==> config.mk <==
export PLATFORM = sky130hd
export DESIGN_NAME = uart_tx_flat
export DESIGN_NICKNAME = d
export VERILOG_FILES = /design/src/rtl/uart_tx_if.sv /design/src/rtl/uart_tx.sv /design/src/flat_wrapper.sv
export SDC_FILE = /design/constraint.sdc
export NUM_CORES = 1
export LEC_CHECK = 0
export ABC_CLOCK_PERIOD_IN_PS = 6900
export CORE_ASPECT_RATIO = 1.5
export CORE_MARGIN = 2
export CORE_UTILIZATION = 35
export CTS_CLUSTER_SIZE = 40
export DETAILED_ROUTE_END_ITERATION = 10
export PLACE_DENSITY_LB_ADDON = 0.12
export REMOVE_ABC_BUFFERS = 1
export SYNTH_ARGS = -nofsm -noshare
export SYNTH_HDL_FRONTEND = slang
export SYNTH_SLANG_ARGS = --single-unit
==> constraint.sdc <==
create_clock -name clk -period 6.9 [get_ports clk]
set_clock_uncertainty 0.1 [all_clocks]
set_input_delay 1.725 -clock clk [delete_from_list [all_inputs] [get_ports clk]]
set_output_delay 1.725 -clock clk [all_outputs]
set_load 0.005 [all_outputs]
==> src/rtl/uart_tx_if.sv <==
// Word-level handshake and serial line of the UART transmitter.
// The producer owns start/din; the transmitter owns ready, the line and status.
interface uart_tx_if #(
  parameter int DATA_W = 16
);
  logic              start;
  logic [DATA_W-1:0] din;
  logic              ready;
  logic              dout;
  logic              busy;
  logic              done;

  modport master (
    output start, din,
    input  ready, dout, busy, done
  );

  modport slave (
    input  start, din,
    output ready, dout, busy, done
  );
endinterface

==> src/rtl/uart_tx.sv <==
// 16-bit UART transmitter: start bit, 16 data bits LSB first, stop bit.
// A one-word holding register in front of the shifter lets the next word
// queue while a frame is on the line, so chained frames leave no idle gap.
module uart_tx #(
  parameter int CLKS_PER_BIT = 435
) (
  input  logic     clk,
  input  logic     rst_n,
  uart_tx_if.slave bus
);

  localparam int DATA_W = 16;
  localparam logic [15:0] CNT_MAX = 16'(CLKS_PER_BIT - 1);

  typedef enum logic [1:0] {IDLE, START, DATA, STOP} state_t;

  state_t              state;
  logic [15:0]         cnt;
  logic [3:0]          bit_idx;
  logic [DATA_W-1:0]   shreg;
  logic [DATA_W-1:0]   hold;
  logic                hold_vld;
  logic                dout_r;
  logic                busy_r;
  logic                done_r;

  logic                bit_end;
  logic                accept;
  logic                shifter_free;

  // Handshake decode: a word is taken whenever the holding register is empty;
  // it bypasses the holding register if the shifter is free on this edge.
  always_comb begin
    bit_end      = (cnt == CNT_MAX);
    accept       = bus.start && !hold_vld;
    shifter_free = (state == IDLE) || (state == STOP && bit_end && !hold_vld);
  end

  assign bus.ready = !hold_vld;
  assign bus.dout  = dout_r;
  assign bus.busy  = busy_r;
  assign bus.done  = done_r;

  // Frame sequencer, holding register and registered line/status outputs.
  always_ff @(posedge clk or negedge rst_n) begin
    if (!rst_n) begin
      state    <= IDLE;
      cnt      <= '0;
      bit_idx  <= '0;
      shreg    <= '0;
      hold     <= '0;
      hold_vld <= 1'b0;
      dout_r   <= 1'b1;
      busy_r   <= 1'b0;
      done_r   <= 1'b0;
    end else begin
      done_r <= 1'b0;

      // Shifter occupied: park the word until the current stop bit ends.
      if (accept && !shifter_free) begin
        hold     <= bus.din;
        hold_vld <= 1'b1;
      end

      case (state)
        IDLE: begin
          dout_r <= 1'b1;
          busy_r <= 1'b0;
          if (accept) begin
            shreg   <= bus.din;
            state   <= START;
            cnt     <= '0;
            bit_idx <= '0;
            dout_r  <= 1'b0;
            busy_r  <= 1'b1;
          end
        end

        START: begin
          if (bit_end) begin
            state   <= DATA;
            cnt     <= '0;
            bit_idx <= '0;
            dout_r  <= shreg[0];
          end else begin
            cnt <= cnt + 16'd1;
          end
        end

        DATA: begin
          if (bit_end) begin
            cnt <= '0;
            if (bit_idx == 4'd15) begin
              state  <= STOP;
              dout_r <= 1'b1;
            end else begin
              bit_idx <= bit_idx + 4'd1;
              dout_r  <= shreg[bit_idx + 4'd1];
            end
          end else begin
            cnt <= cnt + 16'd1;
          end
        end

        STOP: begin
          if (bit_end) begin
            done_r  <= 1'b1;
            cnt     <= '0;
            bit_idx <= '0;
            if (hold_vld) begin
              // Queued word follows immediately with its start bit.
              shreg    <= hold;
              hold_vld <= 1'b0;
              state    <= START;
              dout_r   <= 1'b0;
            end else if (accept) begin
              // New word arriving on the final stop edge goes straight out.
              shreg  <= bus.din;
              state  <= START;
              dout_r <= 1'b0;
            end else begin
              state  <= IDLE;
              dout_r <= 1'b1;
              busy_r <= 1'b0;
            end
          end else begin
            cnt <= cnt + 16'd1;
          end
        end

        default: begin
          state   <= IDLE;
          cnt     <= '0;
          bit_idx <= '0;
          dout_r  <= 1'b1;
          busy_r  <= 1'b0;
        end
      endcase
    end
  end

endmodule

==> src/flat_wrapper.sv <==
// flat-port wrapper written by rule: the top's interface ports become plain ports
module uart_tx_flat 
#(
  parameter int CLKS_PER_BIT = 435
)
  (clk, rst_n, bus_start, bus_din, bus_ready, bus_dout, bus_busy, bus_done);
  uart_tx_if bus_i ();
  input  logic clk;
  input  logic rst_n;
  input wire logic [$bits(bus_i.start)-1:0] bus_start;
  input wire logic [$bits(bus_i.din)-1:0] bus_din;
  output wire logic [$bits(bus_i.ready)-1:0] bus_ready;
  output wire logic [$bits(bus_i.dout)-1:0] bus_dout;
  output wire logic [$bits(bus_i.busy)-1:0] bus_busy;
  output wire logic [$bits(bus_i.done)-1:0] bus_done;
  assign bus_i.start = bus_start;
  assign bus_i.din = bus_din;
  assign bus_ready = bus_i.ready;
  assign bus_dout = bus_i.dout;
  assign bus_busy = bus_i.busy;
  assign bus_done = bus_i.done;
  uart_tx #(.CLKS_PER_BIT(CLKS_PER_BIT)) u_core (.clk(clk), .rst_n(rst_n), .bus(bus_i));
endmodule
==> results by group, run 1 <==
Run status
  • Status: finished clean

Clock tree
  • Post-CTS setup buffer count: 0
  • Num CTS Buffers: 9
  • Cts hold-fix bufs: 0
  • Gates resized, CTS repair: 0
  • Reg clk slew, reported paths: 0.05 ns
  • CTS tree: done
  • Clock Tree Buf Depth: 2
  • H-tree depth: 3
  • Sink Count: 58
  • Root buf cell: clkbuf_16
  • Clock latency on the worst-skew pair: 0.33 ns

Drt
  • 1st-iter DRT viols: 100
  • Routed len/inst: 17.1 um
  • First-pass DRT Iterations: 4
  • Post-DRT Antenna Nets: 0
  • Vias per cell: 5.40
  • Via count: 2,133
  • DRT Wirelength: 6.76 mm
  • DR DRC count: 0

Min path
  • Hold path startpoint: u_core.shreg[14]$_DFFE_PN0P_
  • WHS Path Cells: 1
  • Min-delay worst type: reg -> reg
  • Hold endpoint: u_core.shreg[14]$_DFFE_PN0P_

GRT
  • Grt ovf: 0
  • Met3 Usage GRT: 4.40%
  • Initial antenna violation count: 0
  • Met1 usage: 19.3%
  • GRT busiest layer: met2
  • Met2 usage: 28.6%
  • First-pass GRT wire length: 11.4 mm
  • GRT Total Usage: 16.5%
  • Pin count of the biggest net entering global routing: 59
  • Vias in the first global route: 2,209

Place
  • IO buf count: 22
  • Final Wtd Congestion: 0.816
  • Hpwl dp: 4.60 mm
  • Dpl cell area: 0.00323 sq mm

Layout
  • Fillers: 798
  • FF+latch area: 0.00145 sq mm
  • Fin nets: 310
  • Area grow syn2layout: 20.0%
  • Antenna diode count: 0
  • Multi-input combinational cell area: 0.00138 sq mm
  • Post-route cell area: 0.00353 sq mm
  • Layout cell share with drive strength beyond 1: 18.4%

Worst setup path
  • Worst r2r dst: u_core.cnt[7]$_DFFE_PN0N_
  • WP data required: 7.01 ns
  • Worst path slowest cell: a21oi_1
  • Max stage delay on crit path: 0.69 ns
  • Crit. End Element: flip-flop
  • Crit Path Category: in -> reg
  • Worst EP arrival: 4.44 ns
  • Crit. Startpoint: bus_start
  • Worst-path fanout max: 23
  • Worst setup SP type: input port
  • Top delay family on crit path: simple AND/OR/NAND/NOR gates
  • WP buf/inv: 1
  • Crit Reg-Reg Startpoint: u_core.hold_vld$_DFF_PN0_
  • Reg2Reg Setup Slack: 3.97 ns
  • Ordered list of cells on the worst path: clkdlybuf4s50_1 > nand2b_1 > and2_2 > a21oi_1 > o22ai_1 > a21o_1
  • Worst r2r path cells: 5

Timing
  • Tcrit/Tclk final: 62.7%
  • Hold Worst Slack: 0.401 ns
  • Slew of the pin with the lowest slew margin: 1.09 ns
  • Tmin final: 4.32 ns
  • Endpoints failing hold: 0
  • Final setup vio count: 0
  • Final Max Tran Viols: 0
  • Total negative slack: 0 ns
  • FMAX: 231 MHz
  • RSZ-0062 raised after global routing: false
  • Slew HR: 27.6%

Floorplan
  • Die X: 78.9 um
  • Die Height: 116 um
  • Core ar.: 0.00831 sq mm
  • # IOs: 23
  • Row count: 41
  • Initial core utilization: 35.4%
  • Die ar.: 0.00918 sq mm

Synthesis
  • Top_reg_cell synth: dfrtp_1
  • Yosys warns: 0
  • Synth area leader: dfrtp_1
  • Sequential share of the synthesized area: 49.3%
  • Yosys cell types: 56
  • Mapped Area: 0.00294 sq mm
  • Syn avg cell area: 11.3 sq um
  • Count of state elements after synthesis: 58
  • Ys async rst share: 100%
  • Post-Synthesis Cells: 261
  • Top post-synthesis cells by area: dfrtp_1 48%, mux2_2 6.5%, a2bb2oi_1 4.5%
  • Post-synth EDFFs: 0
  • Share of the synthesized area in the top cell type: 48.4%

Power and ir drop
  • Leak pwr: 1.50 nW
  • VDD IR max: 137 uV
  • Power per cell area: 257 mW/mm^2

Flow run
  • # Max-Cap Violations: 0
-- kinds of logic (layout without fill, tap and decap cells) --
kind of cell	count (synthesis)	in the layout	synth area share, %
XOR/XNOR	12	12	3.57
AO/OA/AOI/OAI	70	70	17.2
AND/OR/NAND/NOR	69	69	12.7
adder cells (fa/ha/maj)	8	8	3.40
buffers and inverters	21	48	3.78
multiplexers	23	23	10.0
flip-flops	58	58	49.3
-- flip-flops by register name (all words and copies together), names as in the netlist --
register	count
u_core.bus.busy	1
u_core.shreg	16
u_core.hold_vld	1
u_core.hold	16
u_core.bus.done	1
u_core.cnt	16
u_core.bit_idx	4
u_core.state	2
u_core.bus.dout	1
-- worst reg2reg max path, stage by stage, from the launching register on --
cell	delay, ns
dfrtp_1	0.42
nand2b_1	0.66
and2_2	0.56
a21oi_1	0.69
o22ai_1	0.18
a21o_1	0.21
-- Yosys cell counts (2+ instances only) --
library cell / instances
clkbuf_1: 7
o21ai_0: 8
ha_1: 8
a211oi_1: 2
a21oi_1: 8
inv_1: 8
or4_4: 3
o31ai_1: 3
nand3_1: 10
xor2_1: 10
dfrtp_1: 57
buf_4: 2
a2bb2oi_1: 15
mux2_2: 17
a31oi_1: 2
o22ai_1: 18
nor3_1: 2
nand4_1: 6
or3b_2: 2
and3_1: 2
nor2_1: 17
buf_6: 2
xnor2_1: 2
mux4_2: 3
and2_1: 2
nand2_1: 15
-- report_power, final --
part | internal (W) | switching (W) | leakage (nW)
Clock | 0.000297 | 0.000153 | 0.151
Combinational | 0.0000407 | 0.0000242 | 0.612
Sequential | 0.000376 | 0.0000179 | 0.737
Total | 0.000713 | 0.000195 | 1.50
-- area by class of cell --
cell class	instances	area share, %
Sequential cell	58	41.1
Multi-Input combinational cell	182	39.1
Clock inverter	5	1.49
Tap cell	107	3.79
Clock buffer	11	7.16
Inverter	8	0.850
Timing Repair Buffer	24	6.52
-- metal layers --
layer | vias to the layer above | wire length, um
met5 | - | 0
met4 | 0 | 114
met3 | 10 | 199
met2 | 31 | 3600
met1 | 1064 | 2850
li1 | 1028 | -
-- placed cells by master (no fill, tap or decap), types with 3 or more instances in the layout --
| master | netlist | layout |
|---|---|---|
| nand3_1 | 10 | 10 |
| nor2_1 | 17 | 17 |
| o21ai_0 | 8 | 8 |
| a21oi_1 | 8 | 8 |
| mux4_2 | 3 | 3 |
| inv_1 | 8 | 8 |
| o31ai_1 | 3 | 3 |
| clkinv_2 | 0 | 3 |
| nand2_1 | 15 | 15 |
| o22ai_1 | 18 | 18 |
| ha_1 | 8 | 8 |
| xor2_1 | 10 | 10 |
| nand4_1 | 6 | 6 |
| clkdlybuf4s50_1 | 0 | 21 |
| or4_4 | 3 | 3 |
| clkbuf_16 | 0 | 9 |
| mux2_2 | 17 | 17 |
| dfrtp_1 | 57 | 57 |
| a2bb2oi_1 | 15 | 15 |
-- worst max path at each step --
stage / cells after the start / end
4_1_cts: 6 / u_core.cnt[7]$_DFFE_PN0N_
5_1_grt: 6 / u_core.cnt[7]$_DFFE_PN0N_
6_report: 6 / u_core.cnt[7]$_DFFE_PN0N_
2_1_floorplan: 5 / u_core.cnt[7]$_DFFE_PN0N_
3_3_place_gp: 6 / u_core.cnt[7]$_DFFE_PN0N_
3_5_place_dp: 6 / u_core.cnt[7]$_DFFE_PN0N_
-- through the flow --
| stage | utilization, % | instances | setup WS [ns] | power [W] |
|---|---|---|---|---|
| 2_1_floorplan | - | 248 | 3.42 | 0.000433 |
| 3_3_place_gp | 38.8 | 379 | 2.21 | 0.000462 |
| 3_5_place_dp | 38.8 | 379 | 2.17 | 0.000465 |
| 4_1_cts | 42.5 | 395 | 2.53 | 0.000921 |
| 5_1_grt | 42.5 | 395 | 2.31 | 0.000949 |
| 6_report | 42.5 | 395 | 2.58 | 0.000908 |
Power figures use the tool's default switching activity.
==> run 2: changes to the inputs <==
--- a/config.mk
+++ b/config.mk
@@ -5,7 +5,7 @@
 export SDC_FILE = /design/constraint.sdc
 export NUM_CORES = 1
 export LEC_CHECK = 0
-export ABC_CLOCK_PERIOD_IN_PS = 6900
+export ABC_CLOCK_PERIOD_IN_PS = 4300
 export CORE_ASPECT_RATIO = 1.5
 export CORE_MARGIN = 2
 export CORE_UTILIZATION = 35
==> constraint.sdc (replaced) <==
create_clock -name clk -period 4.3 [get_ports clk]
set_clock_uncertainty 0.1 [all_clocks]
set_input_delay 1.075 -clock clk [delete_from_list [all_inputs] [get_ports clk]]
set_output_delay 1.075 -clock clk [all_outputs]
set_load 0.005 [all_outputs]
==> results by group, run 2 (same netlist as run 1, synthesis figures left out) <==
Clock tree
  • Clock latency on the worst-skew pair: 0.33 ns
  • CTS tree: done
  • Sink Count: 58
  • Num CTS Buffers: 9
  • Cts hold-fix bufs: 0
  • Root buf cell: clkbuf_16
  • Reg clk slew, reported paths: 0.05 ns
  • Clock Tree Buf Depth: 2
  • Gates resized, CTS repair: 0
  • Post-CTS setup buffer count: 0
  • H-tree depth: 3

Power and ir drop
  • Clock Power Share: 52.6%
  • Leak pwr: 1.52 nW
  • Power per cell area: 432 mW/mm^2
  • Gate power share: 6.7%
  • Switching portion of total power: 20.3%
  • Internal power: 0.00123 W
  • VDD IR max: 224 uV
  • Seq pwr share: 40.7%
  • Psw: 0.000313 W

Worst setup path
  • Reg2Reg Setup Slack: 1.46 ns
  • Worst path slowest cell: a211oi_1
  • Worst r2r path cells: 7
  • WP data required: 4.42 ns
  • Worst setup SP type: input port
  • Worst EP arrival: 2.99 ns
  • Crit Path Category: in -> reg
  • Crit Reg-Reg Startpoint: u_core.cnt[0]$_DFFE_PN0N_
  • Worst-path fanout max: 7
  • Crit. End Element: flip-flop
  • Ordered list of cells on the worst path: clkdlybuf4s50_1 > nand2b_1 > a211oi_1 > and3_1 > o22ai_1 > a21o_1
  • Worst r2r dst: u_core.shreg[14]$_DFFE_PN0P_
  • Max stage delay on crit path: 0.76 ns

Timing
  • FMAX: 348 MHz
  • Final Max Tran Viols: 0
  • Final setup vio count: 0
  • Tcrit/Tclk final: 66.8%
  • RSZ-0062 raised after global routing: false
  • Slew HR: 30.2%
  • Total negative slack: 0 ns
  • Tmin final: 2.87 ns
  • Endpoints failing hold: 0
  • Slew of the pin with the lowest slew margin: 1.03 ns

GRT
  • Vias in the first global route: 2,327
  • Initial antenna violation count: 0
  • First-pass GRT wire length: 11.4 mm
  • Grt ovf: 0
  • Pin count of the biggest net entering global routing: 35
  • GRT Total Usage: 16.5%

Floorplan
  • Die ar.: 0.00918 sq mm
  • Die Height: 116 um
  • Initial core utilization: 35.4%
  • Core ar.: 0.00831 sq mm
  • Die X: 78.9 um
  • # IOs: 23
  • Row count: 41

Min path
  • Hold path startpoint: u_core.hold[2]$_DFFE_PN0P_
  • Hold endpoint: u_core.hold[2]$_DFFE_PN0P_
  • WHS Path Cells: 1
  • Min-delay worst type: reg -> reg

Layout
  • Antenna diode count: 0
  • Fin nets: 312
  • Final cell count without fillers: 397
  • Leading cell type in the layout, fill and taps excluded: dfrtp_1
  • Most frequent cells in the layout: 57 x dfrtp_1, 21 x clkdlybuf4s50_1, 18 x o22ai_1
  • Area grow syn2layout: 21.5%
  • Top flop regs: u_core.cnt (16), u_core.hold (16), u_core.shreg (16)
  • Layout cell share with drive strength beyond 1: 18.3%

Drt
  • Vias per cell: 5.25
  • Via count: 2,084
  • Routed len/inst: 16.7 um
  • Post-DRT Antenna Nets: 0
  • DR DRC count: 0
  • 1st-iter DRT viols: 82
  • DRT Wirelength: 6.65 mm
  • First-pass DRT Iterations: 6

Run status
  • Status: finished clean

Place
  • Cells after DPL: 381
  • Final Wtd Congestion: 0.766
  • Hpwl dp: 4.60 mm
  • IO buf count: 22

Flow run
  • # Max-Cap Violations: 0
-- run 2: metrics by stage --
stage | hold WS (ns) | power (W) | setup WS (ns) | area (sq um) | utilization [%]
6_report | 0.404 | 0.00155 | 1.43 | 3580 | 43.0
5_1_grt | 0.413 | 0.00161 | 1.27 | 3580 | 43.0
4_1_cts | 0.408 | 0.00157 | 1.44 | 3580 | 43.0
3_5_place_dp | 0.397 | 0.000745 | 1.10 | 3240 | 39.0
3_3_place_gp | 0.390 | 0.000742 | 1.11 | 3240 | 39.0
2_1_floorplan | 0.370 | 0.000695 | 1.47 | 2860 | -
-- run 2: routing by layer --
metal / global-route usage [%] / routed length (um) / vias to the layer above
li1: - / - / 1030
met2: 28.9 / 3390 / 22
met5: 0 / 0 / -
met1: 18.4 / 2950 / 1022
met4: 8.51 / 139 / 0
met3: 4.25 / 174 / 10
-- run 2: final cells by class --
| cell class | instances | area, sq um |
|---|---|---|
| Inverter | 8 | 30.0 |
| Timing Repair Buffer | 26 | 245 |
| Clock buffer | 11 | 233 |
| Clock inverter | 5 | 103 |
| Fill cell | 816 | 4730 |
| Tap cell | 107 | 134 |
| Multi-Input combinational cell | 182 | 1380 |
| Sequential cell | 58 | 1450 |
-- run 2: critical path, delay by kind of cell --
kind	cells	cell delay (ns)
AOI/OAI and AO/OA	3	1.03
buffers and inverters	1	0.52
and+or+nand+nor	2	0.37
-- run 2: worst max path at each step --
stage	start	end	slack [ns]	depth (start not counted)
final	bus_start	u_core.cnt[7]$_DFFE_PN0N_	1.43	6
after detailed placement	bus_start	u_core.cnt[7]$_DFFE_PN0N_	1.10	6
after floorplan	bus_start	u_core.cnt[7]$_DFFE_PN0N_	1.47	5
after global routing	u_core.cnt[0]$_DFFE_PN0N_	u_core.shreg[15]$_DFFE_PN0P_	1.27	7
after global placement	bus_start	u_core.cnt[7]$_DFFE_PN0N_	1.11	6
after CTS	u_core.cnt[0]$_DFFE_PN0N_	u_core.shreg[14]$_DFFE_PN0P_	1.44	7
-- run 2: power groups by stage --
stage | clock (W) | combinational [W] | sequential (W)
floorplan | 0 | 0.0000636 | 0.000632
global placement | 0 | 0.000103 | 0.000638
detailed placement | 0 | 0.000106 | 0.000639
CTS | 0.000830 | 0.000106 | 0.000630
global route | 0.000853 | 0.000116 | 0.000637
finish | 0.000813 | 0.000103 | 0.000630
